**config.mk**
```make
export PLATFORM = sky130hd
export DESIGN_NAME = branch_resolve_queue
export DESIGN_NICKNAME = d
export VERILOG_FILES = /design/src/rtl/bpred_pkg.sv /design/src/rtl/brq_sat_counter.sv /design/src/rtl/branch_resolve_queue.sv
export SDC_FILE = /design/constraint.sdc
export NUM_CORES = 1
export LEC_CHECK = 0
export ABC_CLOCK_PERIOD_IN_PS = 3120
export BUFFER_PORTS_ARGS = -buffer_cell sky130_fd_sc_hd__buf_2
export CAP_MARGIN = 10
export CORE_ASPECT_RATIO = 0.7
export CORE_MARGIN = 5
export CORE_UTILIZATION = 45
export CTS_CLUSTER_SIZE = 30
export DETAILED_ROUTE_END_ITERATION = 8
export PLACE_DENSITY = 0.65
export RECOVER_POWER = 50
export SLEW_MARGIN = 20
export SYNTH_ARGS = -nofsm -noshare
export SYNTH_HDL_FRONTEND = slang
export SYNTH_SLANG_ARGS = --single-unit
```
**constraint.sdc**
```tcl
create_clock -name i_clk -period 3.12 [get_ports i_clk]
set_clock_uncertainty 0.2 [all_clocks]
set_input_delay 0.312 -clock i_clk [delete_from_list [all_inputs] [get_ports i_clk]]
set_output_delay 0.312 -clock i_clk [all_outputs]
set_load 0.005 [all_outputs]
```
**src/rtl/bpred_pkg.sv**
```systemverilog
// Shared branch-prediction types and saturating arithmetic helpers.
// Used by the resolve queue and the bimodal predictor counters.
package bpred_pkg;

    localparam int BPRED_PC_W = 64;

    typedef struct packed {
        logic [BPRED_PC_W-1:0] pc;
        logic                  pred_taken;
        logic                  pred_known;
        logic                  valid;
    } brq_entry_t;

    function automatic logic [63:0] inc_sat(
        input logic [63:0] v,
        input logic [63:0] max
    );
        return (v >= max) ? max : v + 64'd1;
    endfunction

    function automatic logic [63:0] dec_sat(input logic [63:0] v);
        return (v == 64'd0) ? 64'd0 : v - 64'd1;
    endfunction

endpackage

```
**src/rtl/brq_sat_counter.sv**
```systemverilog
// Saturating up-counter for branch statistics.
module brq_sat_counter
    import bpred_pkg::*;
#(
    parameter int CNT_W = 32
) (
    input  logic             clk,
    input  logic             rst_n,
    input  logic             en,
    output logic [CNT_W-1:0] cnt
);

    localparam logic [63:0] MAX = 64'({CNT_W{1'b1}});

    always_ff @(posedge clk or negedge rst_n) begin
        if (!rst_n) begin
            cnt <= '0;
        end else if (en) begin
            cnt <= CNT_W'(inc_sat(64'(cnt), MAX));
        end
    end

endmodule

```
**src/rtl/branch_resolve_queue.sv**
```systemverilog
// In-order branch tracking queue: forwards PCs to the predictor,
// captures predictions, and emits predictor updates on resolve.
module branch_resolve_queue
    import bpred_pkg::*;
#(
    parameter int DEPTH = 8,
    parameter int PC_W  = 64,
    parameter int CNT_W = 32
) (
    input  logic             i_clk,
    input  logic             i_reset_n,
    input  logic             i_alloc_valid,
    input  logic [PC_W-1:0]  i_alloc_pc,
    output logic             o_alloc_ready,
    output logic             o_pred_valid,
    output logic [PC_W-1:0]  o_pred_pc,
    input  logic             i_pred_taken,
    input  logic             i_resolve_valid,
    input  logic             i_resolve_taken,
    output logic             o_resolve_ready,
    input  logic             i_flush,
    output logic             o_update_valid,
    output logic [PC_W-1:0]  o_update_pc,
    output logic             o_result_taken,
    output logic             o_mispredict,
    output logic [CNT_W-1:0] o_branch_cnt,
    output logic [CNT_W-1:0] o_mispred_cnt
);

    localparam int IW = $clog2(DEPTH);
    localparam int CW = IW + 1;

    brq_entry_t      entries [DEPTH];
    logic [IW-1:0]   head;
    logic [IW-1:0]   tail;
    logic [IW-1:0]   pend_idx;
    logic [CW-1:0]   count;
    logic            pend_valid;
    logic            alloc_fire;
    logic            res_fire;
    logic            head_pend;
    logic            eff_pred;
    logic            mispredict;

    assign o_alloc_ready   = (count != CW'(DEPTH));
    assign alloc_fire      = i_alloc_valid & o_alloc_ready & ~i_flush;
    assign o_pred_valid    = alloc_fire;
    assign o_pred_pc       = i_alloc_pc;

    // Head still waiting on its prediction: take it straight off the port.
    assign head_pend       = pend_valid & (pend_idx == head);
    assign eff_pred        = head_pend ? i_pred_taken
                                       : entries[head].pred_taken;
    assign o_resolve_ready = (count != '0) &
                             (entries[head].pred_known | head_pend);
    assign res_fire        = i_resolve_valid & o_resolve_ready & ~i_flush;
    assign mispredict      = i_resolve_taken != eff_pred;

    always_ff @(posedge i_clk or negedge i_reset_n) begin
        if (!i_reset_n) begin
            head           <= '0;
            tail           <= '0;
            count          <= '0;
            pend_valid     <= 1'b0;
            pend_idx       <= '0;
            o_update_valid <= 1'b0;
            o_update_pc    <= '0;
            o_result_taken <= 1'b0;
            o_mispredict   <= 1'b0;
            for (int i = 0; i < DEPTH; i++) begin
                entries[i] <= '0;
            end
        end else begin
            o_update_valid <= 1'b0;
            o_mispredict   <= 1'b0;
            if (i_flush) begin
                head       <= '0;
                tail       <= '0;
                count      <= '0;
                pend_valid <= 1'b0;
                for (int i = 0; i < DEPTH; i++) begin
                    entries[i].valid      <= 1'b0;
                    entries[i].pred_known <= 1'b0;
                end
            end else begin
                if (pend_valid) begin
                    entries[pend_idx].pred_taken <= i_pred_taken;
                    entries[pend_idx].pred_known <= 1'b1;
                end
                if (alloc_fire) begin
                    entries[tail] <= '{
                        pc:         BPRED_PC_W'(i_alloc_pc),
                        pred_taken: 1'b0,
                        pred_known: 1'b0,
                        valid:      1'b1
                    };
                    tail <= tail + 1'b1;
                end
                pend_valid <= alloc_fire;
                pend_idx   <= tail;
                if (res_fire) begin
                    head                 <= head + 1'b1;
                    entries[head].valid  <= 1'b0;
                    o_update_valid       <= 1'b1;
                    o_update_pc          <= PC_W'(entries[head].pc);
                    o_result_taken       <= i_resolve_taken;
                    o_mispredict         <= mispredict;
                end
                count <= count + CW'(alloc_fire) - CW'(res_fire);
            end
        end
    end

    brq_sat_counter #(.CNT_W(CNT_W)) u_branch_cnt (
        .clk   (i_clk),
        .rst_n (i_reset_n),
        .en    (res_fire),
        .cnt   (o_branch_cnt)
    );

    brq_sat_counter #(.CNT_W(CNT_W)) u_mispred_cnt (
        .clk   (i_clk),
        .rst_n (i_reset_n),
        .en    (res_fire & mispredict),
        .cnt   (o_mispred_cnt)
    );

endmodule

```
==> key figures, run 1 <==
Min path
  • Worst Hold Class: reg -> reg

Synthesis
  • Syn_area_per_cell: 14.2 um2
  • Seq cells post-synth: 673
  • Top FF cell, synth: dfrtp_1
  • Largest cells by area after synthesis: dfrtp_1 56%, mux2_2 20%, mux4_2 9.8%, mux2i_1 2.3%, nand2_1 1.7%
  • Mapped Cells: 2,131
  • Most numerous cell in the Yosys netlist: dfrtp_1
  • Post-synthesis async set-or-reset flop share: 100%
  • Syn Nets: 2,213
  • Post-synth EDFFs: 0
  • Synth cell types: 40
  • Syn. warnings: 0
  • Netlist Area Pre-Place: 0.0303 mm2
  • Post-synth top cells: 673 x dfrtp_1, 532 x mux2_2, 135 x nand2_1, 132 x mux4_2, 85 x o21ai_0
  • Dominant cell type by area after synthesis: dfrtp_1
  • Top-area cell type share of the netlist area: 55.5%
  • Register area share after synthesis: 55.5%

Setup path
  • Crit path kind: reg -> reg
  • CP arrival: between 3000 and 4000 ps
  • Top Family by Delay on Critical Path: adder cells
  • Worst path bufs/invs: 2
  • Critical-path maximum fanout: 6
  • CP Launch Type: flip-flop
  • Crit path capture type: flip-flop
  • Slowest cell on crit path: dfrtp_4
  • CP peak stage delay: 520 ps
  • Critical-path cell list: mux4_2 > mux2i_1 > a2111o_2 > inv_2 > ha_1 > inv_1 > ha_2 > fa_2 > nor2b_1
  • CP required: between 3000 and 4000 ps

Die
  • IO Pins: 269
  • Die Span Y: 227 um
  • DIE AREA: 0.0728 mm2
  • Placeable Area: 0.0666 mm2
  • DIE WIDTH: 320 um
  • Rows: 79
  • Starting Density: a little under half

GRT
  • Initial antenna violation count: 1
  • Global Route Usage Sum: between 10% and 20%
  • GR Overflow Total: 0
  • Vias in the first global route: between 15,000 and 20,000
  • Largest net degree at the start of global routing: 139
  • First-pass GRT wire length: 116,000 um

Run
  • Max-cap viol count: 1

Routing
  • Vias per cell: 5.58
  • Initial DRT Pass Iterations: 5
  • Routed wire length: 72,300 um
  • DR vias: 18,800
  • Routed Antenna Nets: 0
  • DRT iter0 DRCs: 1,112
  • DRC: 0
  • Routed WL per cell: 21.5 um

Place
  • Placed cell area: between 0.03 and 0.04 mm2
  • I/O Buffers: 268
  • DP HPWL: 43,500 um
  • Dpl ws: roughly 230 ps
  • Routability cong.: 0.823

Finish
  • Layout Nets: 2,503
  • Post-layout instance area: 0.0356 mm2
  • Final-layout fill cell count: roughly 5,500
  • Synthesis-to-layout area growth: 17.4%
  • Final core occ: 53.4%
  • Share of layout cells above drive strength 1: 41.2%

Timing
  • Slew Viols, Final: between 70 and 80
  • Count of final setup violators: 0
  • RSZ-0062 raised after global routing: no
  • Fin crit share: 92.8%
  • Setup TNS: 0 ps
  • Final critical-path setup slack: 225 ps
  • Fin. Hold Viols: 0
  • Fmax: 0.345 GHz
  • Slew headroom: -53.6%
  • Worst Max-Slew Pin Slew: 2300 ps
  • Period minus WS final: about 2900 ps

Clocking
  • PostCTS Resize Cnt: 0
  • Worst-Skew Late Latency: about 600 ps
  • CTS root buf: clkbuf_16
  • Reg clk slew, reported paths: 60 ps
  • CTS tree: built
  • H-tree Lvls: 3
  • Cts bufs inserted: 69
  • CTS Sinks: 673
  • CTS Buffer Depth: 3

Pwr
  • P per Cell Area: ~730 mW/mm2
  • VDD IR max: 0.493 mV
  • Leak: 0.0161 uW

Status
  • Violated checks: capacitance limit, slew limit
  • Status: finished, violations left
## stage by stage
| step | std cells | total power, uW | hold slack, ps |
|---|---|---|---|
| finish | 3369 | 26100 | 278 |
| floorplan | 2131 | 15400 | -184 |
| global route | 3368 | 27500 | 305 |
| CTS | 3367 | 26600 | 139 |
| detailed placement | 3171 | 17500 | 188 |
| global placement | 3171 | 17200 | 183 |
## routing by layer
metal,up-vias,track usage (%),share of wire [%],wire (um)
met1,9958,28.1,45,32600
met3,91,3.56,4.5,3220
met5,-,0,0,0
met2,385,32.9,49,35100
li1,8374,-,-,-
met4,0,4.60,2.0,1440
## worst paths after layout
path                                  from                         end  slack, ps  depth (start not counted)
max reg2reg                        head[0]                    count[1]        230                          9
max in group asynchronous        i_reset_n  asynchronous set/reset pin        370                          4
min reg2reg                o_update_pc[53]             o_update_pc[53]        280                          2
min in group asynchronous        i_reset_n       u_mispred_cnt.cnt[21]        740                          2
min                        o_update_pc[53]             o_update_pc[53]        280                          2
max                                head[0]                    count[1]        230                          9
## worst register-to-register path, cell delays in order, from the launching register on
cell	delay, ps
dfrtp_4	520
mux4_2	350
mux2i_1	100
a2111o_2	480
inv_2	100
ha_1	230
inv_1	60
ha_2	180
fa_2	420
nor2b_1	130
## power by group
part / internal, uW / total [uW] / switching, uW
Combinational: 3000 / 5270 / 2270
Clock: 5340 / 8840 / 3500
Sequential: 10800 / 12000 / 1140
## logic make-up (layout without fill, tap and decap cells)
kind of cell               after synthesis  in the layout  synth area share (%)
muxes                                  733            733                  31.8
DFF                                    673            673                  55.5
and+or+nand+nor                        309            309                  4.77
buffers and inverters                  206            551                  3.68
AOI/OAI and AO/OA                      189            189                  3.46
adders and majority gates               11             11                 0.478
xor gates and xnor gates                10             10                 0.289
other                                    0              2                     0
## what timing repair did
item,CTS,global route
buffers inserted,0,0
hold buffers,70,0
hold endpoints to repair,598,0
## final cells by class
type / instances / area (um2) / share of cell area, %
well taps: 891 / 1110 / 3.13
clock inverters: 25 / 362 / 1.02
clock buffers: 101 / 2090 / 5.87
repair buffers: 411 / 2680 / 7.52
multi-input cells: 1252 / 12500 / 35.0
diodes: 2 / 5.00 / 0.0141
flip-flops and latches: 673 / 16900 / 47.3
inverters: 14 / 52.6 / 0.148
## cells in the final DEF (no fill, tap or decap), types with 3 or more instances in the layout
cell type	instances
nand4_1	23
o21ai_0	85
and4_1	7
dfrtp_1	670
mux2i_1	69
clkbuf_16	73
and2_1	8
dfrtp_4	3
a41oi_1	6
ha_1	9
nand2_1	135
dlygate4sd3_1	70
xnor2_1	5
nand3_1	32
bufinv_16	8
clkbuf_2	9
nor3_1	17
a21oi_1	51
clkinv_2	11
nor2_1	40
clkbuf_8	16
nor2_4	6
buf_12	20
buf_4	37
mux4_2	132
clkbuf_1	130
mux2_2	532
and3_1	26
xor2_1	4
o21a_1	5
buf_2	153
inv_1	13
a31oi_1	35
nand2b_1	6
Note: power is estimated with default switching activity, not from simulation.
==> run 2, diff against run 1 <==
--- a/config.mk
+++ b/config.mk
@@ -5,7 +5,7 @@
 export SDC_FILE = /design/constraint.sdc
 export NUM_CORES = 1
 export LEC_CHECK = 0
-export ABC_CLOCK_PERIOD_IN_PS = 3120
+export ABC_CLOCK_PERIOD_IN_PS = 2900
 export BUFFER_PORTS_ARGS = -buffer_cell sky130_fd_sc_hd__buf_2
 export CAP_MARGIN = 10
 export CORE_ASPECT_RATIO = 0.7
@@ -13,7 +13,6 @@
 export CORE_UTILIZATION = 45
 export CTS_CLUSTER_SIZE = 30
 export DETAILED_ROUTE_END_ITERATION = 8
-export PLACE_DENSITY = 0.65
 export RECOVER_POWER = 50
 export SLEW_MARGIN = 20
 export SYNTH_ARGS = -nofsm -noshare
==> constraint.sdc (replaced) <==
create_clock -name i_clk -period 2.9 [get_ports i_clk]
set_clock_uncertainty 0.2 [all_clocks]
set_input_delay 0.29 -clock i_clk [delete_from_list [all_inputs] [get_ports i_clk]]
set_output_delay 0.29 -clock i_clk [all_outputs]
set_load 0.005 [all_outputs]
==> run 2 against run 1 <==
  * The flow still finishes with violations (capacitance limit, slew limit)
  * Clock power is 2.7% higher
  * First-iteration DRC count is 13% lower
  * Non-clock buffer count is 29 higher
  * Critical endpoint is now u_branch_cnt.cnt[18]
  * Final cell count is 0.86% higher
  * Wire length is 0.56% higher
  * Critical path type unchanged
  * Largest cell class unchanged
  * Clock-buffer cell count is 5 higher
  * Maximum frequency is 1.9% higher
==> key figures, run 2 (synthesis results as in run 1) <==
Status
  • Status: finished, violations left (unchanged)
  • Violated checks: capacitance limit, slew limit (unchanged)

Setup path
  • R2R Path Start: head[1] (was head[0])
  • CP required: 3180 ps (was 3390 ps)
  • Reg2reg path depth: 8 (was 9)
  • CP Launch Type: flip-flop (unchanged)
  • Critical-path maximum fanout: 59 (was 6)
  • Crit path kind: reg -> reg (unchanged)
  • End of the critical path: u_branch_cnt.cnt[18] (was count[1])
  • RR Endpoint: u_branch_cnt.cnt[18] (was count[1])
  • CP arrival: 3120 ps (was 3170 ps)
  • Crit path capture type: flip-flop (unchanged)
  • Reg2Reg Setup Slack: 60 ps (was 230 ps)
  • CP startpoint: head[1] (was head[0])

Clocking
  • Cts bufs inserted: 69 (unchanged)
  • H-tree Lvls: 3 (unchanged)
  • Reg clk slew, reported paths: 70 ps (was 60 ps)
  • CTS Buffer Depth: 3 (unchanged)
  • CTS tree: built (unchanged)
  • CTS Sinks: 673 (unchanged)
  • CTS root buf: clkbuf_16 (unchanged)
  • Worst-Skew Late Latency: 600 ps (about the same)

Timing
  • Count of final setup violators: 0 (unchanged)
  • Worst Max-Slew Pin Slew: 2030 ps (was 2300 ps)
  • RSZ-0062 raised after global routing: yes (was no)
  • Slew Viols, Final: 59 (was 73)
  • Setup TNS: 0 ps (unchanged)
  • Period minus WS final: 2840 ps (was 2890 ps)
  • Fin crit share: 97.9% (was 92.8%)
  • Fin. Hold Viols: 0 (unchanged)
  • Slew headroom: -35.2% (was -53.6%)
  • Fmax: 0.352 GHz (was 0.345 GHz)

Place
  • DP HPWL: 44,600 um (was 43,500 um)
  • I/O Buffers: 268 (unchanged)
  • Placed cell area: 0.0331 mm2 (was 0.0327 mm2)
  • Routability cong.: 0.839 (was 0.823)

Die
  • IO Pins: 269 (unchanged)
  • DIE AREA: 0.0728 mm2 (unchanged)
  • Die Span Y: 227 um (unchanged)
  • Placeable Area: 0.0666 mm2 (unchanged)
  • DIE WIDTH: 320 um (unchanged)
  • Rows: 79 (unchanged)
  • Starting Density: 45.5% (unchanged)

Routing
  • Routed Antenna Nets: 0 (unchanged)
  • DRC: 0 (unchanged)
  • Routed WL per cell: 21.4 um (was 21.5 um)
  • Vias per cell: 5.54 (was 5.58)
  • DRT iter0 DRCs: 966 (was 1,112)
  • DR vias: 18,800 (about the same)
  • Initial DRT Pass Iterations: 5 (unchanged)
  • Routed wire length: 72,700 um (was 72,300 um)

Finish
  • Post-layout instance area: 0.0360 mm2 (was 0.0356 mm2)
  • Layout Nets: 2,532 (was 2,503)
  • Most frequent cells in the layout: 670 x dfrtp_1, 532 x mux2_2, 195 x buf_2 (was 670 x dfrtp_1, 532 x mux2_2, 153 x buf_2)
  • Final core occ: 54.1% (was 53.4%)
  • Most common cell after layout, fill and taps aside: dfrtp_1 (unchanged)
  • Share of layout cells above drive strength 1: 43.6% (was 41.2%)
  • Synthesis-to-layout area growth: 18.7% (was 17.4%)

GRT
  • Largest net degree at the start of global routing: 139 (unchanged)
  • Initial antenna violation count: 1 (unchanged)
  • GR Overflow Total: 0 (unchanged)
  • First-pass GRT wire length: 116,000 um (about the same)
  • Vias in the first global route: 19,900 (was 19,700)
  • Global Route Usage Sum: 20.1% (was 20.0%)

Run
  • Max-cap viol count: 1 (unchanged)

Min path
  • Worst Hold Class: reg -> reg (unchanged)

Pwr
  • P per Cell Area: 771 mW/mm2 (was 733 mW/mm2)
  • Leak: 0.0164 uW (was 0.0161 uW)
  • VDD IR max: 0.441 mV (was 0.493 mV)
run 2: cell types whose count changed in the layout (fill, tap and decap cells not counted), moves of 3 or more:
cell	previous run	this run
buf_2	153	195
clkbuf_1	130	91
buf_12	20	39
bufinv_16	8	3
clkbuf_2	9	14
buf_4	37	41
clkinv_2	11	14
run 2: area by class of cell:
| type | count | area, um2 |
|---|---|---|
| Inverter | 14 | 55.1 |
| Multi-Input combinational cell | 1252 | 12500 |
| Clock inverter | 21 | 210 |
| Tap cell | 891 | 1110 |
| Timing Repair Buffer | 440 | 3160 |
| Sequential cell | 673 | 16900 |
| Fill cell | 5520 | 30600 |
| Clock buffer | 106 | 2120 |
| Antenna cell | 1 | 2.50 |
run 2: what timing repair did:
item	CTS	global route
hold endpoints to repair	799	0
buffers inserted	0	0
setup endpoints to repair	0	8
resized for setup	0	5
hold buffers	72	0
run 2: through the flow:
| stage | total power, uW | hold WS [ps] | setup WS (ps) | std cells |
|---|---|---|---|---|
| after floorplan | 16600 | -206 | -170 | 2131 |
| after global placement | 18600 | 126 | 103 | 3198 |
| after detailed placement | 19000 | 127 | 78.8 | 3198 |
| after CTS | 28200 | 79.5 | 66.9 | 3397 |
| after global routing | 29300 | 298 | -29.7 | 3397 |
| final | 27800 | 275 | 60.0 | 3398 |
run 2: how the worst min path moves through the flow:
stage | slack (ps) | endpoint | from | cells past startpoint
final | 280 | o_update_pc[3] | o_update_pc[3] | 2
after global routing | 300 | o_update_pc[1] | o_update_pc[1] | 2
after CTS | 80 | asynchronous set/reset pin | i_reset_n | 2
after detailed placement | 130 | asynchronous set/reset pin | i_reset_n | 1
after global placement | 130 | asynchronous set/reset pin | i_reset_n | 1
after floorplan | -210 | asynchronous set/reset pin | i_reset_n | 0
run 2: critical path, cell delays in order (launching register included):
cell	delay, ps
dfrtp_4	520
mux4_2	370
mux2i_2	80
a2111o_2	480
inv_4	100
buf_12	240
and4_2	340
nand2_1	80
mux2_2	270
run 2: power by group:
part           switching (uW)  leakage [uW]  internal (uW)
clock                    3740       0.00116           5330
sequential               1230       0.00894          11700
combinational            2470       0.00630           3330
run 2: routing by layer:
metal	wire length, um	part of all wire (%)	track usage [%]
met1	34000	47	28.8
met3	2550	3.5	3.11
met5	0	0	0
met4	1470	2.0	4.82
met2	34800	48	32.8
